$ cat config.mk
export PLATFORM = sky130hd
export DESIGN_NAME = fx2fp_encoder
export DESIGN_NICKNAME = d
export VERILOG_FILES = /design/src/rtl/fp_pkg.sv /design/src/rtl/fx2fp_round.sv /design/src/rtl/fx2fp_encoder.sv
export SDC_FILE = /design/constraint.sdc
export NUM_CORES = 1
export LEC_CHECK = 0
export BUFFER_PORTS_ARGS = -buffer_cell sky130_fd_sc_hd__clkbuf_2
export CAP_MARGIN = 20
export CORE_MARGIN = 2
export CORE_UTILIZATION = 59
export CTS_CLUSTER_SIZE = 14
export DETAILED_ROUTE_END_ITERATION = 12
export PLACE_DENSITY = 0.83
export SYNTH_ARGS = -nofsm -noshare
export SYNTH_HDL_FRONTEND = slang
export SYNTH_SLANG_ARGS = --single-unit
$ cat constraint.sdc
create_clock -name clk -period 3 [get_ports clk]
set_input_delay 0.15 -clock clk [delete_from_list [all_inputs] [get_ports clk]]
set_output_delay 0.15 -clock clk [all_outputs]
set_load 0.02 [all_outputs]
$ cat src/rtl/fp_pkg.sv
// Shared definitions for the fixed-to-minifloat encoder.
// Holds the output float format (exponent/mantissa widths, bias, largest
// finite exponent), the internal working-exponent width and the FSM states.
// No ports; imported by fx2fp_encoder and fx2fp_round.
package fp_pkg;

    localparam int EXP     = 4;
    localparam int MTS     = 3;
    localparam int BIAS    = (1 << (EXP - 1)) - 1;
    localparam int EXP_MAX = (1 << EXP) - 2;
    localparam int WIDTH_O = 1 + EXP + MTS;

    // Working exponent is wider than the field so that overflow is visible
    // before it is clipped.
    localparam int E_W     = 8;

    typedef enum logic [2:0] {
        S_IDLE = 3'd0,
        S_MAG  = 3'd1,
        S_NORM = 3'd2,
        S_RND  = 3'd3,
        S_OUT  = 3'd4
    } state_t;

endpackage

$ cat src/rtl/fx2fp_round.sv
// Round-to-nearest-even and saturation stage of the encoder (combinational).
// Ports:
//   mts_i    truncated mantissa field
//   guard_i  first bit below the mantissa
//   sticky_i OR of all bits below the guard bit
//   exp_i    working exponent (0 for a subnormal candidate)
//   exp_o    rounded exponent field, never all-ones
//   mts_o    rounded mantissa field
//   sat_o    result clipped to the largest finite magnitude
module fx2fp_round
    import fp_pkg::*;
(
    input  logic [MTS-1:0] mts_i,
    input  logic           guard_i,
    input  logic           sticky_i,
    input  logic [E_W-1:0] exp_i,
    output logic [EXP-1:0] exp_o,
    output logic [MTS-1:0] mts_o,
    output logic           sat_o
);

    logic           up_s;
    logic [MTS:0]   sum_s;
    logic [E_W-1:0] exp_s;

    // Round half to even; a mantissa carry bumps the exponent (a subnormal
    // carry lands on exponent 1, the smallest normal), then clip.
    always_comb begin
        up_s  = guard_i & (sticky_i | mts_i[0]);
        sum_s = {1'b0, mts_i} + {{MTS{1'b0}}, up_s};
        exp_s = exp_i + {{(E_W-1){1'b0}}, sum_s[MTS]};
        if (exp_s > E_W'(EXP_MAX)) begin
            exp_o = EXP'(EXP_MAX);
            mts_o = {MTS{1'b1}};
            sat_o = 1'b1;
        end else begin
            exp_o = exp_s[EXP-1:0];
            mts_o = sum_s[MTS-1:0];
            sat_o = 1'b0;
        end
    end

endmodule

$ cat src/rtl/fx2fp_encoder.sv
// Streaming fixed-point to minifloat encoder {sign, exp, mts}.
// One word in flight; normalisation shifts one bit per cycle.
// Optional build macro: FX2FP_SUBNORM_EN keeps subnormal results; without it
// any result whose exponent field is 0 is flushed to +0.
// Ports:
//   clk      clock, rising edge
//   rst      synchronous reset, active-high
//   in_vld   fx_in valid
//   in_rdy   encoder idle and able to accept
//   fx_in    signed fixed-point operand, FRAC fractional bits
//   out_vld  fp_out valid, held until out_rdy
//   out_rdy  downstream accepts fp_out
//   fp_out   packed minifloat result
//   sat_o    fp_out was clipped to the largest finite magnitude
module fx2fp_encoder
    import fp_pkg::*;
#(
    parameter int WIDTH_I = 20,
    parameter int FRAC    = 8
) (
    input  logic               clk,
    input  logic               rst,
    input  logic               in_vld,
    output logic               in_rdy,
    input  logic [WIDTH_I-1:0] fx_in,
    output logic               out_vld,
    input  logic               out_rdy,
    output logic [WIDTH_O-1:0] fp_out,
    output logic               sat_o
);

    localparam logic [E_W-1:0] E_INIT = E_W'(WIDTH_I - 1 - FRAC + BIAS);
    localparam int             MSB    = WIDTH_I - 1;

    state_t               state_r, state_nx_s;
    logic                 sign_r;
    logic [WIDTH_I-1:0]   mag_r;
    logic [E_W-1:0]       e_r;
    logic                 in_rdy_r, out_vld_r, sat_r;
    logic [WIDTH_O-1:0]   fp_r;

    logic                 zero_s, shift_s;
    logic [E_W-1:0]       exp_in_s;
    logic [EXP-1:0]       rnd_exp_s;
    logic [MTS-1:0]       rnd_mts_s;
    logic                 rnd_sat_s;
    logic [WIDTH_O-1:0]   enc_s;
    logic                 enc_sat_s;

    assign zero_s  = (mag_r == {WIDTH_I{1'b0}});
    // Stop at exponent 1: below that the value is subnormal and keeps its
    // leading zeros instead of shifting further.
    assign shift_s = (state_r == S_NORM) && !zero_s && !mag_r[MSB] && (e_r > E_W'(1));

    // Next-state logic.
    always_comb begin
        state_nx_s = state_r;
        case (state_r)
            S_IDLE:  if (in_vld) state_nx_s = S_MAG; else state_nx_s = S_IDLE;
            S_MAG:   state_nx_s = S_NORM;
            S_NORM:  if (shift_s) state_nx_s = S_NORM; else state_nx_s = S_RND;
            S_RND:   state_nx_s = S_OUT;
            S_OUT:   if (out_rdy) state_nx_s = S_IDLE; else state_nx_s = S_OUT;
            default: state_nx_s = S_IDLE;
        endcase
    end

    // A word left unnormalised at exponent 1 is subnormal: exponent field 0,
    // mantissa taken from the same bit positions as for a normal number.
    assign exp_in_s = mag_r[MSB] ? e_r : {E_W{1'b0}};

    fx2fp_round u_round (
        .mts_i    (mag_r[MSB-1 -: MTS]),
        .guard_i  (mag_r[MSB-1-MTS]),
        .sticky_i (|mag_r[MSB-2-MTS:0]),
        .exp_i    (exp_in_s),
        .exp_o    (rnd_exp_s),
        .mts_o    (rnd_mts_s),
        .sat_o    (rnd_sat_s)
    );

    // Final packing: zero and (optionally) subnormal results.
    always_comb begin
        enc_s     = {WIDTH_O{1'b0}};
        enc_sat_s = 1'b0;
        if (zero_s) begin
            enc_s     = {WIDTH_O{1'b0}};
            enc_sat_s = 1'b0;
        end else if (rnd_exp_s == {EXP{1'b0}}) begin
`ifdef FX2FP_SUBNORM_EN
            if (rnd_mts_s == {MTS{1'b0}}) begin
                enc_s = {WIDTH_O{1'b0}};
            end else begin
                enc_s = {sign_r, rnd_exp_s, rnd_mts_s};
            end
`else
            enc_s = {WIDTH_O{1'b0}};
`endif
            enc_sat_s = 1'b0;
        end else begin
            enc_s     = {sign_r, rnd_exp_s, rnd_mts_s};
            enc_sat_s = rnd_sat_s;
        end
    end

    // State, datapath and registered handshake/result outputs.
    always_ff @(posedge clk) begin
        if (rst) begin
            state_r   <= S_IDLE;
            sign_r    <= 1'b0;
            mag_r     <= {WIDTH_I{1'b0}};
            e_r       <= {E_W{1'b0}};
            in_rdy_r  <= 1'b1;
            out_vld_r <= 1'b0;
            fp_r      <= {WIDTH_O{1'b0}};
            sat_r     <= 1'b0;
        end else begin
            state_r   <= state_nx_s;
            in_rdy_r  <= (state_nx_s == S_IDLE);
            out_vld_r <= (state_nx_s == S_OUT);
            case (state_r)
                S_IDLE: begin
                    if (in_vld) mag_r <= fx_in;
                end
                S_MAG: begin
                    // Magnitude in WIDTH_I unsigned bits: the most negative
                    // input maps to 2^(WIDTH_I-1) without overflow.
                    sign_r <= mag_r[MSB];
                    mag_r  <= mag_r[MSB] ? (~mag_r + WIDTH_I'(1)) : mag_r;
                    e_r    <= E_INIT;
                end
                S_NORM: begin
                    if (shift_s) begin
                        mag_r <= {mag_r[MSB-1:0], 1'b0};
                        e_r   <= e_r - E_W'(1);
                    end
                end
                S_RND: begin
                    fp_r  <= enc_s;
                    sat_r <= enc_sat_s;
                end
                default: begin
                end
            endcase
        end
    end

    assign in_rdy  = in_rdy_r;
    assign out_vld = out_vld_r;
    assign fp_out  = fp_r;
    assign sat_o   = sat_r;

endmodule

==> results of run 1 <==
[metal layers]
layer | track usage, % | wire (um)
met5 | 0 | 0
met4 | 9.33 | 174
met3 | 7.23 | 923
met2 | 47.3 | 3660
met1 | 45.3 | 3670
[logic make-up (layout without fill, tap and decap cells)]
family                     Yosys count  count (layout)  share of synthesized area (%)
adders and majority gates            7               7                           2.95
AOI/OAI and AO/OA                  135             135                           33.5
and+or+nand+nor                    126             126                           24.3
xor gates and xnor gates             9               9                           2.66
buffers and inverters               46              64                           6.41
muxes                                3               3                           1.10
DFF                                 43              43                           29.0
[per-stage QoR]
step	setup WS (ns)	cell area, um2	power [mW]	utilization, %
floorplan	0.715	2970	1.51	-
global placement	0.480	3150	1.71	65.8
detailed placement	0.420	3150	1.72	65.8
CTS	0.410	3280	2.28	68.6
global route	0.181	3280	2.43	68.6
finish	0.397	3280	2.30	68.6
[layout make-up]
type                    instances  area [um2]  share of cell area [%]
clock buffers                   5        68.8                    2.10
clock inverters                 3        67.6                    2.06
inverters                      13        48.8                    1.49
multi-input cells             280        1920                    58.3
flip-flops and latches         43         861                    26.2
well taps                      67        83.8                    2.55
repair buffers                 43         238                    7.24
[placed cells by master, fill, tap and decap left out, types with 3 or more instances in the layout]
| cell | netlist | routed |
|---|---|---|
| a32oi_1 | 4 | 4 |
| buf_4 | 1 | 9 |
| nand3b_1 | 4 | 4 |
| xnor2_1 | 8 | 8 |
| inv_1 | 13 | 13 |
| nand3_1 | 6 | 6 |
| clkbuf_8 | 0 | 5 |
| nand4_1 | 4 | 4 |
| o31ai_1 | 14 | 14 |
| nand2b_1 | 4 | 4 |
| and2_1 | 5 | 5 |
| nor2b_1 | 5 | 5 |
| a31oi_1 | 7 | 7 |
| nor4_1 | 6 | 6 |
| dfxtp_1 | 43 | 43 |
| and3_1 | 5 | 5 |
| nor3_1 | 15 | 15 |
| a221oi_1 | 8 | 8 |
| a22oi_1 | 5 | 5 |
| a21oi_1 | 27 | 27 |
| a311oi_1 | 7 | 7 |
| nand2_1 | 19 | 19 |
| clkbuf_2 | 0 | 34 |
| a211oi_1 | 7 | 7 |
| o311ai_0 | 11 | 11 |
| nor3b_1 | 3 | 3 |
| o21ai_0 | 19 | 19 |
| a32o_1 | 3 | 3 |
| or3_1 | 7 | 7 |
| ha_1 | 7 | 7 |
| nor2_1 | 23 | 23 |
| o32ai_1 | 3 | 3 |
| a21o_1 | 3 | 3 |
| or4_1 | 8 | 8 |
| a222oi_1 | 4 | 4 |
[flip-flops by register name, indices dropped and copies added, names as in the netlist]
register  count
sat_o         1
state_r       3
e_r           8
in_rdy        1
out_vld       1
fp_out        8
mag_r        20
sign_r        1
[worst paths after layout]
path / startpoint / endpoint / slack [ns] / cells past startpoint
worst min-delay path: fx_in[0] / mag_r[0]$_SDFFE_PP0P_ / 0.1 / 3
worst min register to register: fp_out[6]$_SDFFE_PP0N_ / fp_out[6]$_SDFFE_PP0N_ / 0.48 / 1
worst max register to register: mag_r[15]$_SDFFE_PP0P_ / sat_o$_SDFFE_PP0N_ / 0.40 / 9
worst max-delay path: mag_r[15]$_SDFFE_PP0P_ / sat_o$_SDFFE_PP0N_ / 0.40 / 9
[worst max-delay path: cells and delay by family, from the launching register on]
kind	cells	cell delay, ns
compound gates	5	1.21
fa+ha+maj	2	0.44
flops	1	0.41
simple gates	2	0.39
[power groups by stage]
stage	Combinational, mW	Sequential (mW)	Clock [mW]
after floorplan	0.771	0.739	0
after global placement	0.878	0.831	0
after detailed placement	0.891	0.832	0
after CTS	0.899	0.822	0.556
after global routing	1.01	0.847	0.571
final	0.921	0.832	0.546
==> summary.md, run 1 <==
| Metric | Value |
|---|---|
| Setup Skew | just over 0.007 ns |
| Post-CTS Setup Bufs | 0 |
| Max_slew headroom | roughly a third |
| Synth area leader | dfxtp_1 |
| GR Util All Layers | a little under a third |
| Sw frac | 40.7% |
| DP HPWL | approximately 5.7 mm |
| Worst-Skew Late Latency | approximately 0.30 ns |
| Clk buf depth | 2 |
| Fillers | 400 |
| Setup_tns | 0 ns |
| Final setup violation count | 0 |
| Post-synth top cells | dfxtp_1 (43), a21oi_1 (27), clkbuf_1 (24) |
| CP startpoint kind | flip-flop |
| Die area | 5610 um2 |
| DR iter-0 viols | 445 |
| Io pins | 35 |
| CTS clock-pin slew for the worst setup and hold paths | 0.09 ns |
| Largest cells by area after synthesis | dfxtp_1 (29%), a21oi_1 (4.6%), o31ai_1 (3.5%), o311ai_0 (3.2%), o21ai_0 (3.2%) |
| CTS tree | yes |
| Slowest cell on the critical path | a21oi_1 |
| Post-route DRC | 0 |
| Final max-slew violation count | 0 |
| Hold_buf cts | 0 |
| Vias per inst | a little over 7 |
| Clk pwr share | a little under a quarter |
| DR vias | around 3.2k |
| Class of the worst hold path | in2reg |
| Max incr delay on CP | around 0.45 ns |
| Post-cts resize count | 0 |
| Net count after synthesis | 400 |
| Synth Flop Type | dfxtp_1 |
| CTS Buf Count | 5 |
| GRT Residual Overflow | 0 |
| Routed Antenna Nets | 0 |
| # rows | 25 |
| Pin count of the biggest net entering global routing | 25 |
| Post-synth EDFFs | 0 |
| MaxCap Viol Count | 0 |
| Starting Density | between 60% and 70% |
| Hold Vio Cnt, Final | 0 |
| Slew @ Worst Pin | between 1 and 1.5 ns |
| Power Dens Cells | approximately 700 nW/um2 |
| Drt wl/cell | 18.6 um |
| Clock root buffer | clkbuf_8 |
| RSZ-0062 raised after global routing | no |
| Global-route wire length before repair | approximately 14 mm |
| Sequential share of power | a little over a third |
| Chip width | 74.9 um |
| Die height | ~75 um |
| Vias in the first global route | ~2.9k |
| CTS H-tree depth | 2 |
| Total Nets Final | ~420 |
| Layout cells sized above 1 | approximately 17% |
| Pint | ~1.4 mW |
| Final Critical Period | about 2.6 ns |
| Crit path required time | about 3.1 ns |
| Sink Count | 43 |
| Crit end category | flip-flop |
| Final wirelength | about 8.4 mm |
| # port buffers | 34 |
| Status | finished clean |
| Fin crit share | between 80% and 90% |
| Leakage | 1.25 nW |
| Top cell type's share of synthesized area | between 20% and 30% |
| Critical path type | reg2reg |
| Netlist cell types | 63 |
| P&R area growth vs syn | 10.7% |
| Flops & latches, synth | 43 |
| Worst hold slack | about 0.095 ns |
| Seq/Total Area, Yosys | 29.0% |
| Arrival time at the worst endpoint | approximately 2.7 ns |
| Combinational share of power | roughly two fifths |
| Achievable frequency | around 0.38 GHz |
| Avg Cell Area, Syn | between 8 and 9 um2 |
| Post-synthesis cell area | about 3000 um2 |
| Initial antenna violation count | 0 |
| Post-synthesis cell count | roughly 370 |
| CP cell instances | and2_1, and3_1, ha_1, ha_1, a311oi_1, a31oi_1, a32o_1, a21oi_1, a311oi_1 |
| Layout Cells excl Fill | ~450 |
| VDD IR max | a little over 500 uV |
| Ys async rst share | 0% |
| GPL Wtd Cong | 0.959 |
| Core area | approximately 4800 um2 |
| NetSw | approximately 0.94 mW |
| First-pass iteration count of the detailed router | 6 |
| Worst-path maximum fanout | 10 |
| Most frequent cell after synthesis | dfxtp_1 |
| Inst Count DP | between 400 and 500 |
| Inserted Diodes | 0 |
| Synth warnings | 0 |
(Power assumes the default switching activity.)
==> run 2, diff against run 1 <==
- CORE_UTILIZATION: 59 -> 60
- PLACE_DENSITY: 0.83 -> 0.84
- REMOVE_ABC_BUFFERS: default -> 1
- clock period: 3 -> 3.34 ns (I/O delays scaled with it)
==> run 2 against run 1 <==
Power down 16%. Clock power down 33%. Clock skew up 0.0039 ns. Flip-flop and latch count unchanged. Critical path depth unchanged. Combinational power down 11%. Core utilization down 0.89 points. Critical path type unchanged. Clock-buffer cell count unchanged. First-iteration DRC count down 31%.
==> summary.md, run 2 (synthesis results as in run 1) <==
| Metric | Value |
|---|---|
| Crit end category | flip-flop |
| Number of flip-flops in the largest register | 20 |
| Sequential share of power | about two fifths |
| Setup Skew | between 0.01 and 0.015 ns |
| Fin crit share | 80.8% |
| P&R area growth vs syn | 8.52% |
| Critical path startpoint | mag_r[15]$_SDFFE_PP0P_ |
| Chip width | roughly 74 um |
| Pin count of the biggest net entering global routing | 34 |
| CTS tree | yes |
| Most frequent cells in the layout | dfxtp_1 (43), clkbuf_2 (34), a21oi_1 (27) |
| First-pass iteration count of the detailed router | 5 |
| Class of the worst hold path | in2reg |
| Slew @ Worst Pin | 0.976 ns |
| Sw frac | between 40% and 50% |
| Inserted Diodes | 0 |
| RSZ-0062 raised after global routing | no |
| CTS Buf Count | 5 |
| Status | finished clean |
| Routed Antenna Nets | 0 |
| Crit path required time | 3.50 ns |
| Clock root buffer | clkbuf_8 |
| Setup ws final | 0.643 ns |
| Clk pwr share | between 10% and 20% |
| Global-route wire length before repair | ~14 mm |
| GRT Residual Overflow | 0 |
| Top reg by flops | mag_r |
| Die height | between 70 and 80 um |
| # port buffers | 34 |
| Hold Vio Cnt, Final | 0 |
| Worst-path maximum fanout | 10 |
| Initial antenna violation count | 0 |
| Achievable frequency | around 0.37 GHz |
| Die area | 5520 um2 |
| Reg-to-Reg Start | mag_r[15]$_SDFFE_PP0P_ |
| Critical path type | reg2reg |
| Arrival time at the worst endpoint | 2.85 ns |
| Final max-slew violation count | 0 |
| DP HPWL | 5.84 mm |
| DR vias | about 3.1k |
| CTS clock-pin slew for the worst setup and hold paths | around 0.1 ns |
| GPL Wtd Cong | 0.927 |
| Vias in the first global route | ~2.8k |
| Util after Layout | 67.7% |
| Combinational share of power | 42.4% |
| Post-CTS Setup Bufs | 0 |
| DR iter-0 viols | 307 |
| VDD IR max | approximately 330 uV |
| Setup_tns | 0 ns |
| # rows | 25 |
| Pint | approximately 1.1 mW |
| Io pins | 35 |
| Sink Count | 43 |
| Final wirelength | between 8 and 9 mm |
| Final setup violation count | 0 |
| Starting Density | between 60 and 70% |
| Final Critical Period | 2.70 ns |
| Core area | about 4800 um2 |
| Most common cell after layout, fill and taps aside | dfxtp_1 |
| Layout cells sized above 1 | ~17% |
| Clk buf depth | 2 |
| Post-route DRC | 0 |
| Vias per inst | roughly 7 |
| Max_slew headroom | between 30 and 40% |
| Worst-Skew Late Latency | 0.31 ns |
| Leakage | approximately 1.2 nW |
| Hold_buf cts | 0 |
| CP startpoint kind | flip-flop |
| Total Nets Final | between 400 and 500 |
| MaxCap Viol Count | 0 |
| Post-cts resize count | 0 |
| Dpl ws | around 0.74 ns |
| Worst hold start | fx_in[0] |
| GR Util All Layers | 32.0% |
| Drt wl/cell | about 19 um |
| Power Dens Cells | roughly 600 nW/um2 |
| NetSw | 0.863 mW |
| CTS H-tree depth | 2 |
## run 2: changes by cell type in the layout (fill, tap and decap cells not counted)
cell / delta
bufinv_16: -2
clkinvlp_4: -1
inv_6: +2
buf_4: -3
clkinv_4: +1
## run 2: worst paths after layout
kind | cells after the start | slack (ns) | endpoint
max | 9 | 0.64 | sat_o$_SDFFE_PP0N_
min | 3 | 0.09 | mag_r[0]$_SDFFE_PP0P_
max reg2reg | 9 | 0.64 | sat_o$_SDFFE_PP0N_
min reg2reg | 1 | 0.47 | fp_out[6]$_SDFFE_PP0N_
## run 2: power groups by stage
stage                     Sequential [mW]  Combinational (mW)  Clock [mW]
after CTS                           0.742               0.796       0.364
after global placement              0.754               0.779           0
after global routing                0.767               0.894       0.383
after detailed placement            0.755               0.790           0
after floorplan                     0.711               0.597           0
final                               0.751               0.822       0.364
## run 2: through the flow
step / cell area [um2] / hold WS, ns / total power, mW / cells
after floorplan: 2830 / 0.236 / 1.31 / 336
after global placement: 3120 / 0.411 / 1.53 / 443
after detailed placement: 3120 / 0.407 / 1.55 / 443
after CTS: 3220 / 0.0843 / 1.90 / 451
after global routing: 3220 / 0.104 / 2.04 / 451
final: 3220 / 0.0897 / 1.94 / 451
## run 2: layout make-up
| cell class | count | area, um2 |
|---|---|---|
| Clock buffer | 5 | 68.8 |
| Fill cell | 409 | 1540 |
| Clock inverter | 3 | 26.3 |
| Inverter | 13 | 48.8 |
| Sequential cell | 43 | 861 |
| Multi-Input combinational cell | 280 | 1920 |
| Tap cell | 67 | 83.8 |
| Timing Repair Buffer | 40 | 215 |
## run 2: worst max-delay path, cell delays in order (launching register included)
cell,delay [ns]
dfxtp_1,0.42
and2_1,0.20
and3_1,0.21
ha_1,0.24
ha_1,0.23
a311oi_1,0.28
a31oi_1,0.10
a32o_1,0.22
a21oi_1,0.45
a311oi_1,0.19
## run 2: layer usage
metal	GRT usage, %	up-vias	wire length (um)
li1	-	1471	-
met1	46.2	1476	3780
met2	48.1	179	3760
met3	6.50	13	770
met4	9.72	0	127
met5	0	-	0
==> run 3, diff against run 2 <==
- CORE_UTILIZATION: 60 -> 53
- PLACE_DENSITY: 0.84 -> 0.78
- clock period: 3.34 -> 2.2 ns (I/O delays scaled with it)
==> run 3 against run 2 <==
Clock power increased by 46%. Combinational power up 100%. Core utilization shrank 0.47 points. Power rose by 67%. Non-clock buffer count increased by 41. Via count is 7.6% higher.
==> summary.md, run 3 (synthesis results as in run 1) <==
| Metric | Value |
|---|---|
| Max_slew headroom | approximately 55% |
| Drt wl/cell | between 15 and 20 um |
| Number of flip-flops in the largest register | 20 |
| Die area | between 6000 and 7000 um2 |
| Routed Antenna Nets | 0 |
| Power Dens Cells | between 800 and 900 nW/um2 |
| Inserted Diodes | 0 |
| Slowest cell on the critical path | dfxtp_2 |
| Vias in the first global route | between 3k and 4k |
| Arrival time at the worst endpoint | ~2.4 ns |
| Final Critical Period | roughly 2.2 ns |
| Clock root buffer | clkbuf_8 |
| GPL Wtd Cong | between 0.9 and 1 |
| DP HPWL | 6.39 mm |
| Total Nets Final | ~460 |
| Inst Count DP | around 500 |
| Tot Pwr | between 3 and 4 mW |
| Vias per inst | a little under 7 |
| Post-route DRC | 0 |
| Sequential share of power | 32.4% |
| Initial antenna violation count | 0 |
| VDD IR max | around 460 uV |
| GR Util All Layers | 29.7% |
| P&R area growth vs syn | 23.3% |
| CP startpoint kind | flip-flop |
| Final wirelength | 9.25 mm |
| First-pass iteration count of the detailed router | 7 |
| Slew @ Worst Pin | slightly below 0.7 ns |
| Class of the worst hold path | in2reg |
| Top reg by flops | mag_r |
| Worst-path maximum fanout | 8 |
| Crit end category | flip-flop |
| Setup ws final | around 0.031 ns |
| MaxCap Viol Count | 0 |
| # port buffers | 34 |
| Setup Skew | between 0.01 and 0.015 ns |
| Setup_tns | 0 ns |
| Global-route wire length before repair | 14.7 mm |
| Clk buf depth | 2 |
| Starting Density | a little over half |
| CTS H-tree depth | 2 |
| Core area | 5440 um2 |
| Fillers | between 400 and 500 |
| Hold Vio Cnt, Final | 0 |
| # rows | 27 |
| Layout Cells excl Fill | approximately 500 |
| Achievable frequency | between 0.4 and 0.5 GHz |
| Pin count of the biggest net entering global routing | 21 |
| Layout cells sized above 1 | 30.8% |
| Pint | ~1.8 mW |
| Io pins | 35 |
| Max incr delay on CP | around 0.33 ns |
| Final max-slew violation count | 0 |
| Clk pwr share | around 17% |
| Most common cell after layout, fill and taps aside | buf_4 |
| CTS Buf Count | 5 |
| GRT Residual Overflow | 0 |
| Status | finished clean |
| Most frequent cells in the layout | buf_4 (46), dfxtp_1 (37), clkbuf_2 (34) |
| Sw frac | between 40% and 50% |
| Worst-Skew Late Latency | between 0.3 and 0.4 ns |
| DR vias | 3376 |
| Die height | 78.8 um |
| DR iter-0 viols | 391 |
| Critical path type | reg2reg |
| NetSw | 1.39 mW |
| Fin crit share | between 90% and 100% |
| CP cell instances | and2_4, and3_4, ha_4, ha_4, a311oi_2, a31oi_2, a32o_2, a21oi_2, buf_6, a311oi_2 |
| Combinational share of power | approximately half |
| CTS tree | yes |
| Chip width | between 70 and 80 um |
| Crit path required time | approximately 2.4 ns |
| Final setup violation count | 0 |
| Sink Count | 43 |
| Leakage | ~1.4 nW |
| CTS clock-pin slew for the worst setup and hold paths | roughly 0.090 ns |
| Dpl ws | -0.0379 ns |
==> run 3: area by class of cell <==
class | instances | area (um2) | share of cell area [%]
Clock buffer | 5 | 68.8 | 1.88
Clock inverter | 3 | 23.8 | 0.650
Inverter | 13 | 48.8 | 1.33
Multi-Input combinational cell | 280 | 2030 | 55.5
Sequential cell | 43 | 868 | 23.7
Tap cell | 72 | 90.1 | 2.46
Timing Repair Buffer | 81 | 527 | 14.4
==> run 3: path summary, 6_finish.rpt <==
| path | start | end | slack [ns] | cells past startpoint |
|---|---|---|---|---|
| worst min-delay path | fx_in[0] | mag_r[0]$_SDFFE_PP0P_ | 0.04 | 3 |
| worst min register to register | fp_out[0]$_SDFFE_PP0N_ | fp_out[0]$_SDFFE_PP0N_ | 0.48 | 2 |
| worst max register to register | mag_r[16]$_SDFFE_PP0P_ | sat_o$_SDFFE_PP0N_ | 0.03 | 10 |
| worst max-delay path | mag_r[16]$_SDFFE_PP0P_ | sat_o$_SDFFE_PP0N_ | 0.03 | 10 |
==> run 3: repair_timing <==
action | CTS | global route
hold endpoints to repair | 0 | 0
buffers inserted | 0 | 1
resized for setup | 3 | 33
hold buffers | 0 | 0
setup endpoints to repair | 5 | 28
pin swaps | 2 | 9
==> run 3: routing by layer <==
layer	share of wire, %	GRT usage, %	vias to the layer above
met5	0	0	-
met4	2.7	9.66	0
met3	9.5	4.43	30
met2	47	47.4	205
met1	41	41.2	1584
li1	-	-	1557
==> run 3: through the flow <==
step / area [um2] / utilization [%] / hold slack (ns)
final: 3660 / 67.2 / 0.0433
after global routing: 3660 / 67.2 / 0.0470
after CTS: 3540 / 65.0 / 0.0361
after detailed placement: 3430 / 63.1 / 0.354
after global placement: 3430 / 63.1 / 0.351
after floorplan: 2830 / - / 0.179
==> run 3: power groups by stage <==
stage	sequential, mW	combinational, mW	clock (mW)
2_1_floorplan	1.08	0.907	0
3_3_place_gp	1.05	1.49	0
3_5_place_dp	1.05	1.52	0
4_1_cts	1.03	1.54	0.540
5_1_grt	1.07	1.80	0.578
6_report	1.05	1.65	0.533
==> run 3: critical path, delay by kind of cell, from the launching register on <==
kind,cells,cell delay (ns)
buffers and inverters,1,0.15
flip-flops,1,0.33
AND/OR/NAND/NOR,2,0.35
adder cells (fa/ha/maj),2,0.34
AO/OA/AOI/OAI,5,0.86
